## src/rtl/bcd_chain_counter.sv

```systemverilog
// bcd_chain_counter: DIGITS cascaded digits, each counting modulo RADIX.
// Supports up/down counting, a synchronous parallel load with per-digit
// clamping, and wrap or saturate behaviour at the end of range.
// An overflow flag is set by any step requested at the end of range and
// stays set until cleared.
//
// Ports:
//   clk        clock; all state updates on the rising edge
//   rst        synchronous active-high reset
//   en         count enable; one step per cycle while high
//   up         direction: 1 increments, 0 decrements
//   wrap_mode  1 wraps at the end of range, 0 saturates
//   load       parallel load strobe; has priority over en
//   load_val   load value, digit 0 in bits [3:0]; nibbles >= RADIX clamp
//   clr_ovf    clears ovf; a set in the same cycle takes precedence
//   cnt        registered count, digit 0 least significant
//   cout       registered one-cycle pulse on wrap (carry or borrow)
//   tc         combinational terminal count for the current direction
//   ovf        registered sticky overflow flag
module bcd_chain_counter #(
  parameter int unsigned DIGITS = 4,
  parameter int unsigned RADIX  = 10
) (
  input  logic                clk,
  input  logic                rst,
  input  logic                en,
  input  logic                up,
  input  logic                wrap_mode,
  input  logic                load,
  input  logic [4*DIGITS-1:0] load_val,
  input  logic                clr_ovf,
  output logic [4*DIGITS-1:0] cnt,
  output logic                cout,
  output logic                tc,
  output logic                ovf
);

  localparam int unsigned DW = 4;
  localparam int unsigned W  = DW * DIGITS;
  localparam logic [DW-1:0] DMAX = DW'(RADIX - 1);

  logic [DIGITS:0] chain;       // chain[k]: every digit below k is at its end value
  logic [W-1:0]    stepped;     // count after one unconditional step
  logic [W-1:0]    load_clamped;
  logic [W-1:0]    cnt_d;
  logic            cout_d;
  logic            ovf_d;
  logic            ovf_set;

  // Single-cycle ripple: a digit steps when all lower digits sit at their end value.
  always_comb begin
    chain[0]     = 1'b1;
    stepped      = cnt;
    load_clamped = '0;
    for (int k = 0; k < int'(DIGITS); k++) begin
      logic [DW-1:0] d;
      logic [DW-1:0] nib;
      logic          at_end;
      d      = cnt[DW*k +: DW];
      nib    = load_val[DW*k +: DW];
      at_end = up ? (d == DMAX) : (d == '0);
      chain[k+1] = chain[k] & at_end;
      if (chain[k]) begin
        if (up) stepped[DW*k +: DW] = (d == DMAX) ? '0 : DW'(d + DW'(1));
        else    stepped[DW*k +: DW] = (d == '0) ? DMAX : DW'(d - DW'(1));
      end
      load_clamped[DW*k +: DW] = (5'(nib) >= 5'(RADIX)) ? DMAX : nib;
    end
  end

  // End of range is exactly the state where the ripple passes every digit.
  assign tc = chain[DIGITS];

  // Next-state selection: load over count; saturate mode holds at the end.
  always_comb begin
    cnt_d   = cnt;
    cout_d  = 1'b0;
    ovf_set = 1'b0;
    if (load) begin
      cnt_d = load_clamped;
    end else if (en) begin
      ovf_set = tc;
      if (!tc || wrap_mode) begin
        cnt_d  = stepped;
        cout_d = tc;
      end
    end
    ovf_d = ovf_set | (ovf & ~clr_ovf);
  end

  // State registers; reset overrides load and en.
  always_ff @(posedge clk) begin
    if (rst) begin
      cnt  <= '0;
      cout <= 1'b0;
      ovf  <= 1'b0;
    end else begin
      cnt  <= cnt_d;
      cout <= cout_d;
      ovf  <= ovf_d;
    end
  end

endmodule
```

## config.mk

```make
export PLATFORM = sky130hd
export DESIGN_NAME = bcd_chain_counter
export DESIGN_NICKNAME = d
export VERILOG_FILES = /design/src/rtl/bcd_chain_counter.sv
export SDC_FILE = /design/constraint.sdc
export NUM_CORES = 1
export LEC_CHECK = 0
export ABC_AREA = 1
export BUFFER_PORTS_ARGS = -buffer_cell sky130_fd_sc_hd__buf_2
export CORE_MARGIN = 2
export CORE_UTILIZATION = 30
export CTS_CLUSTER_DIAMETER = 80
export DETAILED_ROUTE_END_ITERATION = 10
export SYNTH_ARGS = -nofsm -noshare
export SYNTH_HDL_FRONTEND = slang
export SYNTH_SLANG_ARGS = --single-unit
```

## constraint.sdc

```tcl
create_clock -name clk -period 1.9 [get_ports clk]
set_clock_uncertainty 0.15 [all_clocks]
set_input_delay 0.38 -clock clk [delete_from_list [all_inputs] [get_ports clk]]
set_output_delay 0.38 -clock clk [all_outputs]
set_load 0.02 [all_outputs]
```

* After elaboration in Yosys (flattened, before gate mapping)
Cells that the tools add are included.
Storage, ports and cells: output and inout port bits 19, input port bits 23, register bits after elaboration 18
Cells by class: bitwise gates (word level) 8, equal/unequal tests 4, add/sub/neg operators 8, $lt $le $gt $ge 4, reduce and logical (&&, ||, !) cells 16, multiplexer cells 28
Operator list (count):
- $mux 4 | 19
- $mux 16 | 3
- $add 4x1->4 const B | 4
- $eq 4x4->1 const B | 4
- $ge 4x4->1 const B | 4
- $logic_not 4->1 | 4
- $sub 4x1->4 const B | 4
- $reduce_bool 2->1 | 5
- $reduce_and 3->1 | 3
- $mux 1 | 6
- $and 1x1->1 | 4
- $reduce_or 4->1 | 1
- $not 1->1 | 3
- $reduce_and 2->1 | 1
- $logic_not 1->1 | 1
- $logic_or 1x1->1 | 1
- $or 1x1->1 | 1

* Logic depth before layout (Yosys ltp)
Gate-level depths: netlist of run 1.
depth in word-level cells 10, gate-level depth with buffers 12, mapped depth without buffers 12

* Worst setup path after synthesis of run 1
No wires, ideal clock.
kind reg-to-reg, start point register cnt[7], end point register cout, data required time 1671 ps, arrival time 1752 ps, stages on the path, launching flop included 9, library setup time 79 ps, path slack -81 ps, clock period less this slack 1981 ps, buffers on the path 0, cells stage by stage dfxtp_1 inv_1 nor2_1 nand2_1 nand2_1 nand2_2 nor4_2 nand3_1 nor3_1
Between the ends: word-level cells in the longest chain between the ends 9
Ends and longest elaborated chain:
- from (decl) | RTL line 32 | output logic [4*DIGITS-1:0] cnt,
- from (signal assigned) | RTL line 98 | cnt <= cnt_d;
- $eq 4x4->1 / $logic_not 4->1 (equally long branches) | RTL line 61 | at_end = up ? (d == DMAX) : (d == '0);
- $mux 1 (*) | RTL line 61
- $and 1x1->1 (*) (3 in series) | RTL line 62 | chain[k+1] = chain[k] & at_end;
- named net tc | RTL line 34 | output logic tc,
- $logic_not 1->1 | RTL line 83 | if (!tc || wrap_mode) begin
- $logic_or 1x1->1 | RTL line 83
- $not 1->1 (no line)
- $reduce_or 4->1 (no line)
- to (signal assigned) | RTL line 99 | cout <= cout_d;
- to (decl) | RTL line 33 | output logic cout,
The timed path passes the listed nets; every way through them passes the cells marked *. A chain may end at the register's enable or synchronous reset.

* Worst setup path after layout of run 1
start point register cnt[7], end point output port tc
Between the ends: word-level cells in the longest chain between the ends 5
Ends and longest elaborated chain (RTL line):
- $eq 4x4->1 / $logic_not 4->1 (equally long branches) | 61
- $mux 1 (*) | 61
- $and 1x1->1 (*) (3 in series) | 62
- to (decl) | 34
Every way passes the cells marked *; elsewhere a longest branch is shown, timed or not.

==> results.json, run 1 <==
{
  "place_inst": 387,
  "gp_congestion": 0.870,
  "dp_slack_ns": 0.0315,
  "post-dp-hpwl_mm": 3.26,
  "grt_pass1_wl_mm": 7.37,
  "yosysMostFrequentCell": "nand2_1",
  "slew-limit-headroom": 0.630,
  "htreeDepth": 1,
  "die_w_um": 76.5,
  "cp-end-kind": "output port",
  "crit_arrival_ns": 1.49,
  "grt_max_degree": 17,
  "syn_inst": 268,
  "synth_edf_count": 0,
  "yosys.cell_types.count": 33,
  "dr.pass1.iters": 4,
  "violations": "negative setup slack",
  "syn_nets": 291,
  "critPathMaxFanout": 4,
  "required_ns": 1.37,
  "final_cells": 405,
  "std_cell_rows": 26,
  "io_buffer_count": 41,
  "outcome": "finished, violations left",
  "drive_gt1_frac": 0.376,
  "drc": 0,
  "n_antenna_cell": 0,
  "first_iter_violations": 132,
  "cts_tree": "built",
  "hp-class": "input port to flop",
  "power_density_nw_per_um2": 603,
  "ir_worst_vdd_mv": 0.287,
  "ys_ff_latch": 18,
  "io_pins": 42,
  "synth-main-ff-cell": "dfxtp_1",
  "crit_type": "flop to output port",
  "yosysWarnings": 0,
  "ys_async_sr_fraction": 0,
  "die_area_um2": 5860,
  "combPwrFrac": 0.409,
  "fin_crit_sh": 1.06,
  "slew_viol_final": 0,
  "cts.sinks": 18,
  "cts_buffers": 3,
  "routed_wl_mm": 4.45,
  "synth_top_area_share": 0.228,
  "yosys.area.top_type": "dfxtp_1",
  "synth.top_cells.by_count": "nand2_1 (65), nor2_1 (49), o21ai_0 (21)",
  "nNetsFinal": 359,
  "finalSetupViolCount": 1,
  "power.switching_uw": 497,
  "min_period_ns": 2.02,
  "viasPerCell": 4.66,
  "grt_usage": 0.149,
  "worstSkewPairLatency_ns": 0.26,
  "holdWs_ns": 0.162,
  "p_leak_nw": 1.12,
  "fin_util": 0.432,
  "syn_area_um2": 1580,
  "intPower_uw": 833,
  "tns_ns": -0.118,
  "fp.dieH_um": 76.5,
  "setup_ws_ns": -0.118,
  "grt_pass1_vias": 1725,
  "antenna_found_initial": 0,
  "clkSlewWorstSetupHoldPaths_ns": 0.08,
  "core_um2": 5110,
  "synth-seq-area-share": 0.228,
  "cts_buffer_depth": 2,
  "pwr-share-seq": 0.342,
  "hold_violations": 0,
  "worst_pin_slew_ns": 0.554,
  "rsz0062_at_grt": "yes",
  "ant_nets": 0,
  "post_drt_wl_per_cell_um": 11.0,
  "synthTopCellsByArea": "dfxtp_1 (23%), nand2_1 (15%), nor2_1 (12%)",
  "pwr-share-clk": 0.249,
  "clockRootBuffer": "clkbuf_8",
  "fmax_mhz": 496,
  "sw_frac_of_total": 0.374,
  "avgSynthCellArea_um2": 5.89,
  "cp-start-kind": "flop",
  "vias": 1886,
  "initial_core_util": 0.309,
  "cap_violations": 0,
  "grt-ovfl-total": 0,
  "area_growth_pct": 39.8
}
==> state kept, by name, indices dropped and copies added, names as in the netlist <==
signal  count
ovf         1
cout        1
cnt        16
==> power by group through the flow <==
stage | clock network, mW | logic, mW | registers [mW]
after global routing | 0.358 | 0.605 | 0.462
after floorplan | 0 | 0.294 | 0.492
after CTS | 0.350 | 0.519 | 0.453
after global placement | 0 | 0.479 | 0.458
final | 0.331 | 0.544 | 0.455
after detailed placement | 0 | 0.480 | 0.459
==> critical path, stage by stage (launching register included) <==
cell and delay, ns:
dfxtp_4 0.37, inv_2 0.04, nor2_2 0.11, nand2_1 0.07, nand2_1 0.08, nand2_2 0.08, nor4_4 0.27, buf_4 0.19
==> placed cells by master, fill, tap and decap left out, types with 4 or more instances in the layout <==
cell,n
a21oi_1,16
buf_2,40
buf_4,33
clkbuf_8,4
dfxtp_1,5
dfxtp_2,8
dfxtp_4,5
inv_1,18
inv_2,7
nand2_1,64
nand2_2,7
nand2_4,4
nand3_1,20
nor2_1,42
nor2_2,10
o211ai_1,4
o21ai_0,21
xor2_1,4
==> stage by stage <==
step | power (mW) | cell area [µm²]
6_report | 1.33 | 2210
2_1_floorplan | 0.786 | 1590
4_1_cts | 1.32 | 2130
3_5_place_dp | 0.939 | 1970
5_1_grt | 1.42 | 2210
3_3_place_gp | 0.936 | 1970
==> routing by layer <==
layer / part of all wire / global-route usage / wire length (µm)
met1: 0.46 / 0.192 / 2060
met2: 0.49 / 0.261 / 2170
met3: 0.040 / 0.0190 / 179
met4: 0.0085 / 0.0436 / 38
met5: 0 / 0 / 0
==> kinds of logic (layout without fill, tap and decap cells) <==
logic type | Yosys count | after routing | synth area share
AOI/OAI and AO/OA | 48 | 48 | 0.169
DFF | 18 | 18 | 0.228
buffers and inverters | 37 | 104 | 0.102
xor gates and xnor gates | 6 | 6 | 0.0333
muxes | 2 | 2 | 0.0127
and+or+nand+nor | 157 | 157 | 0.454
==> repair_timing <==
action                                  in CTS  in global routing
hold buffers                                 0                  0
endpoints found under the setup margin       1                  3
pin swaps                                    8                  7
buffers inserted                            10                  4
gates resized for setup                     19                 14
==> final cells by class <==
type | count | area, µm²
tap | 70 | 87.6
fill | 547 | 2900
clock buffer | 4 | 55.1
sequential | 18 | 389
timing repair buffer | 74 | 468
multi-input combinational | 213 | 1110
inverter | 26 | 97.6
==> final timing paths <==
check	slack, ns	cells past startpoint	endpoint	from
hold reg to reg	0.32	2	ovf	ovf
setup / recovery	-0.12	7	tc	cnt[7]
setup reg to reg	0.11	13	cnt[13]	cnt[7]
hold / removal	0.16	2	cnt[3]	rst
Note: power is estimated with default switching activity, not from simulation.
==> run 2, diff against run 1 <==
--- a/config.mk
+++ b/config.mk
@@ -11,6 +11,7 @@
 export CORE_UTILIZATION = 30
 export CTS_CLUSTER_DIAMETER = 80
 export DETAILED_ROUTE_END_ITERATION = 10
+export PLACE_DENSITY = 0.58
 export SYNTH_ARGS = -nofsm -noshare
 export SYNTH_HDL_FRONTEND = slang
 export SYNTH_SLANG_ARGS = --single-unit
==> run 2 against run 1 <==
Against the previous run: clock-buffer cell count down 1; the flow still finishes with violations (negative setup slack); power down 4.3%; via count down 2.0%; critical path type unchanged; highest routed layer unchanged.
==> results.json, run 2 (same netlist as run 1, synthesis figures left out) <==
{
  "largest_reg_flops": 16,
  "grt_max_degree": 17,
  "cp-end-kind": "output port",
  "fin_crit_sh": 1.05,
  "post-dp-hpwl_mm": 3.18,
  "grt_pass1_vias": 1615,
  "cts_buffer_depth": 2,
  "hp-class": "input port to flop",
  "crit_type": "flop to output port",
  "intPower_uw": 782,
  "register_area_um2": 389,
  "drc": 0,
  "vias": 1848,
  "min_period_ns": 2.00,
  "cts.sinks": 18,
  "cp-start-kind": "flop",
  "fmax_mhz": 500,
  "hold_violations": 0,
  "clockRootBuffer": "clkbuf_8",
  "rsz0062_at_grt": "yes",
  "final_cell_mix": "nand2_1 (61), nor2_1 (43), buf_2 (40), buf_4 (28), o21ai_0 (21)",
  "power_density_nw_per_um2": 583,
  "slew-limit-headroom": 0.640,
  "finalSetupViolCount": 1,
  "ir_worst_vdd_mv": 0.265,
  "crit_arrival_ns": 1.47,
  "first_iter_violations": 120,
  "violations": "negative setup slack",
  "ant_nets": 0,
  "viasPerCell": 4.63,
  "critPathMaxFanout": 4,
  "grt-ovfl-total": 0,
  "die_area_um2": 5860,
  "drive_gt1_frac": 0.365,
  "combPwrFrac": 0.421,
  "layout_commonest_cell": "nand2_1",
  "placed_area_um2": 1960,
  "clkSlewWorstSetupHoldPaths_ns": 0.07,
  "routed_wl_mm": 4.18,
  "p_leak_nw": 1.09,
  "rr_startpoint": "cnt[15]",
  "cts_buffers": 3,
  "cts_tree": "built",
  "outcome": "finished, violations left",
  "layout_top_registers": "cnt: 16 flops, cout: 1 flops, ovf: 1 flops",
  "std_cell_rows": 26,
  "gp_congestion": 0.865,
  "pwr-share-clk": 0.218,
  "startpoint": "cnt[7]",
  "tns_ns": -0.0998,
  "io_buffer_count": 41,
  "worstSkewPairLatency_ns": 0.25,
  "multi_input_area_um2": 1130,
  "worst_pin_slew_ns": 0.540,
  "power.switching_uw": 490,
  "core_um2": 5110,
  "regMostFlops": "cnt",
  "grt_usage": 0.140,
  "htreeDepth": 1,
  "sw_frac_of_total": 0.385,
  "hp-start": "rst",
  "post_drt_wl_per_cell_um": 10.5,
  "area_growth_pct": 38.2,
  "antenna_found_initial": 0,
  "cap_violations": 0,
  "initial_core_util": 0.309,
  "io_pins": 42,
  "nFillCells": 548,
  "pwr-share-seq": 0.361,
  "setup_ws_ns": -0.0998,
  "fp.dieH_um": 76.5,
  "nNetsFinal": 354,
  "required_ns": 1.37,
  "holdWs_ns": 0.167,
  "slew_viol_final": 0,
  "die_w_um": 76.5,
  "design_area_um2": 2180,
  "dr.pass1.iters": 4,
  "grt_pass1_wl_mm": 6.89,
  "n_antenna_cell": 0
}
## run 2: changes by cell type in the layout (fill, tap and decap cells not counted), moves of 2 or more
cell / before / now
buf_4: 33 / 28
dfxtp_1: 5 / 7
dfxtp_2: 8 / 5
inv_2: 7 / 5
inv_4: 0 / 2
nand2_1: 64 / 61
nand2_2: 7 / 9
nor2_2: 10 / 5
nor2_4: 2 / 6
## run 2: stage by stage
step                      utilization  cells  setup WS [ns]  total power, mW
after floorplan                     -    268         0.0382            0.786
after global placement          0.384    386         0.0461            0.935
after detailed placement        0.384    386         0.0352            0.935
after CTS                       0.412    397        -0.0985             1.25
after global routing            0.427    399         -0.197             1.37
final                           0.427    399        -0.0998             1.27
## run 2: power groups by stage
| stage | clock network (mW) | registers, mW | logic, mW |
|---|---|---|---|
| finish | 0.277 | 0.460 | 0.535 |
| global route | 0.302 | 0.467 | 0.599 |
| CTS | 0.287 | 0.454 | 0.510 |
| detailed placement | 0 | 0.459 | 0.476 |
| global placement | 0 | 0.459 | 0.476 |
| floorplan | 0 | 0.492 | 0.294 |
## run 2: routing by layer
metal  track usage  share of wire
met2         0.236           0.47
met3        0.0261          0.047
met5             0              0
met4        0.0364         0.0079
met1         0.183           0.47
## run 2: repair_timing
item / 4_1_cts / 5_1_grt
hold endpoints to repair: 0 / 0
hold buffers: 0 / 0
resized for setup: 21 / 19
setup endpoints to repair: 1 / 4
pin swaps: 7 / 6
buffers inserted: 8 / 2
## run 2: path summary, 6_finish.rpt
check / end / slack (ns) / depth (start not counted)
worst min register to register: ovf / 0.32 / 2
worst min-delay path: cnt[3] / 0.17 / 2
worst max register to register: cnt[5] / 0.17 / 12
worst max-delay path: tc / -0.1 / 7
## run 2: area by class of cell
class	instances	area share
Tap cell	70	0.0402
Timing Repair Buffer	69	0.197
Sequential cell	18	0.178
Inverter	26	0.0470
Clock buffer	3	0.0189
Multi-Input combinational cell	213	0.518
## run 2: critical path, stage by stage (launching register included)
cell	delay [ns]
dfxtp_4	0.38
inv_4	0.04
nor2_4	0.11
nand2_2	0.06
nand2_2	0.09
nand2_4	0.07
nor4_4	0.28
buf_4	0.18
==> run 3, diff against run 2 <==
--- a/config.mk
+++ b/config.mk
@@ -12,6 +12,7 @@
 export CTS_CLUSTER_DIAMETER = 80
 export DETAILED_ROUTE_END_ITERATION = 10
 export PLACE_DENSITY = 0.58
+export SETUP_SLACK_MARGIN = 0.3
 export SYNTH_ARGS = -nofsm -noshare
 export SYNTH_HDL_FRONTEND = slang
 export SYNTH_SLANG_ARGS = --single-unit
==> run 3 against run 2 <==
Against the previous run: the run still ends with negative setup slack left; critical path type unchanged; register-to-register slack got worse by 0.12 ns; sequential power rose by 3%; highest routed layer unchanged; critical path depth is the same; global-route usage rose by 0.79 points; critical endpoint unchanged; sequential share of layout area decreased by 0.42 points; largest power group unchanged.
==> results.json, run 3 (same netlist as run 1, synthesis figures left out) <==
{
  "clkSlewWorstSetupHoldPaths_ns": 0.08,
  "routed_wl_mm": 4.59,
  "htreeDepth": 1,
  "die_w_um": 76.5,
  "die_area_um2": 5860,
  "worst_pin_slew_ns": 0.533,
  "core_um2": 5110,
  "antenna_found_initial": 0,
  "pwr-share-seq": 0.356,
  "regMostFlops": "cnt",
  "hold_buffers": 0,
  "setup_ws_ns": -0.159,
  "post_drt_wl_per_cell_um": 11.5,
  "final_cell_mix": "nand2_1 (52), nor2_1 (40), buf_2 (40), buf_4 (26), o21ai_0 (21)",
  "fp.dieH_um": 76.5,
  "combPwrFrac": 0.425,
  "nNetsFinal": 353,
  "post-dp-hpwl_mm": 3.21,
  "drive_gt1_frac": 0.450,
  "grt_pass1_wl_mm": 7.20,
  "power.switching_uw": 530,
  "min_period_ns": 2.06,
  "cts_buffer_depth": 2,
  "n_antenna_cell": 0,
  "slew-limit-headroom": 0.644,
  "finalSetupViolCount": 1,
  "fmax_mhz": 486,
  "sw_frac_of_total": 0.399,
  "gp_congestion": 0.866,
  "cap_violations": 0,
  "layout_top_registers": "cnt: 16 flops, cout: 1 flops, ovf: 1 flops",
  "total_power_mw": 1.33,
  "hold_violations": 0,
  "critPathMaxFanout": 4,
  "dp_slack_ns": -0.0242,
  "area_growth_pct": 48.4,
  "nFillCells": 550,
  "fin_crit_sh": 1.08,
  "violations": "negative setup slack",
  "crit_arrival_ns": 1.53,
  "grt_pass1_vias": 1623,
  "pwr-share-clk": 0.219,
  "cp-end-kind": "output port",
  "worstSkewPairLatency_ns": 0.26,
  "cts.sinks": 18,
  "drc": 0,
  "hp-class": "input port to flop",
  "power_density_nw_per_um2": 567,
  "intPower_uw": 797,
  "crit_type": "flop to output port",
  "p_leak_nw": 1.13,
  "vias": 1876,
  "dr.pass1.iters": 5,
  "grt_max_degree": 23,
  "cts_tree": "built",
  "slew_viol_final": 0,
  "first_iter_violations": 99,
  "grt_usage": 0.148,
  "ir_worst_vdd_mv": 0.250,
  "io_buffer_count": 41,
  "std_cell_rows": 26,
  "rsz0062_at_grt": "yes",
  "ant_nets": 0,
  "clockRootBuffer": "clkbuf_8",
  "initial_core_util": 0.309,
  "io_pins": 42,
  "cts_buffers": 3,
  "largest_reg_flops": 16,
  "grt-ovfl-total": 0,
  "cp-start-kind": "flop",
  "viasPerCell": 4.70,
  "layout_commonest_cell": "nand2_1",
  "outcome": "finished, violations left",
  "required_ns": 1.37
}
[run 3: changes by cell type in the layout (fill, tap and decap cells not counted), sizes merged]
cell,previous run,this run
buf,69,68
clkinv,1,2
[run 3: area by class of cell]
| cell class | count | area [µm²] | share of cell area |
|---|---|---|---|
| multi-input cells | 213 | 1270 | 0.543 |
| repair buffers | 68 | 427 | 0.182 |
| flip-flops and latches | 18 | 408 | 0.174 |
| inverters | 26 | 103 | 0.0438 |
| well taps | 70 | 87.6 | 0.0374 |
| clock buffers | 3 | 41.3 | 0.0176 |
| clock inverters | 1 | 3.75 | 0.00160 |
[run 3: layer usage]
layer / vias to the layer above / share of wire / global-route usage
met5: - / 0 / 0
met4: 0 / 0.015 / 0.0436
met3: 6 / 0.039 / 0.0201
met2: 41 / 0.51 / 0.265
met1: 831 / 0.44 / 0.183
li1: 998 / - / -
[run 3: final timing paths]
path | startpoint | to | slack [ns] | depth (start not counted)
worst max-delay path | cnt[4] | tc | -0.16 | 7
worst min-delay path | rst | ovf | 0.17 | 2
worst min register to register | ovf | ovf | 0.33 | 2
worst max register to register | cnt[4] | cnt[14] | 0.05 | 13
[run 3: through the flow]
| stage | cell area [µm²] | hold WS [ns] | TNS, ns | std cells | utilization |
|---|---|---|---|---|---|
| final | 2340 | 0.170 | -0.159 | 399 | 0.458 |
| after global routing | 2340 | 0.158 | -0.872 | 399 | 0.458 |
| after CTS | 2160 | 0.147 | -0.161 | 392 | 0.422 |
| after detailed placement | 1950 | 0.306 | -0.0242 | 377 | 0.382 |
| after global placement | 1950 | 0.308 | 0 | 377 | 0.382 |
| after floorplan | 1670 | 0.289 | 0 | 268 | - |
[run 3: timing repair]
| item | CTS | global route |
|---|---|---|
| pin swaps | 7 | 19 |
| setup endpoints to repair | 19 | 19 |
| gates resized for setup | 23 | 35 |
| buffers inserted | 11 | 7 |
[run 3: worst max-delay path: stages, from the launching register on]
cell,delay [ns]
dfxtp_4,0.40
inv_4,0.05
nor2_4,0.08
nand2_2,0.07
nand2_2,0.09
nand2_4,0.06
nor4_4,0.31
buf_4,0.20
[run 3: power by group through the flow]
| stage | Clock, mW | Sequential [mW] | Combinational [mW] |
|---|---|---|---|
| final | 0.291 | 0.472 | 0.564 |
| after global routing | 0.335 | 0.479 | 0.625 |
| after CTS | 0.316 | 0.468 | 0.507 |
| after detailed placement | 0 | 0.480 | 0.447 |
| after global placement | 0 | 0.481 | 0.444 |
| after floorplan | 0 | 0.499 | 0.312 |
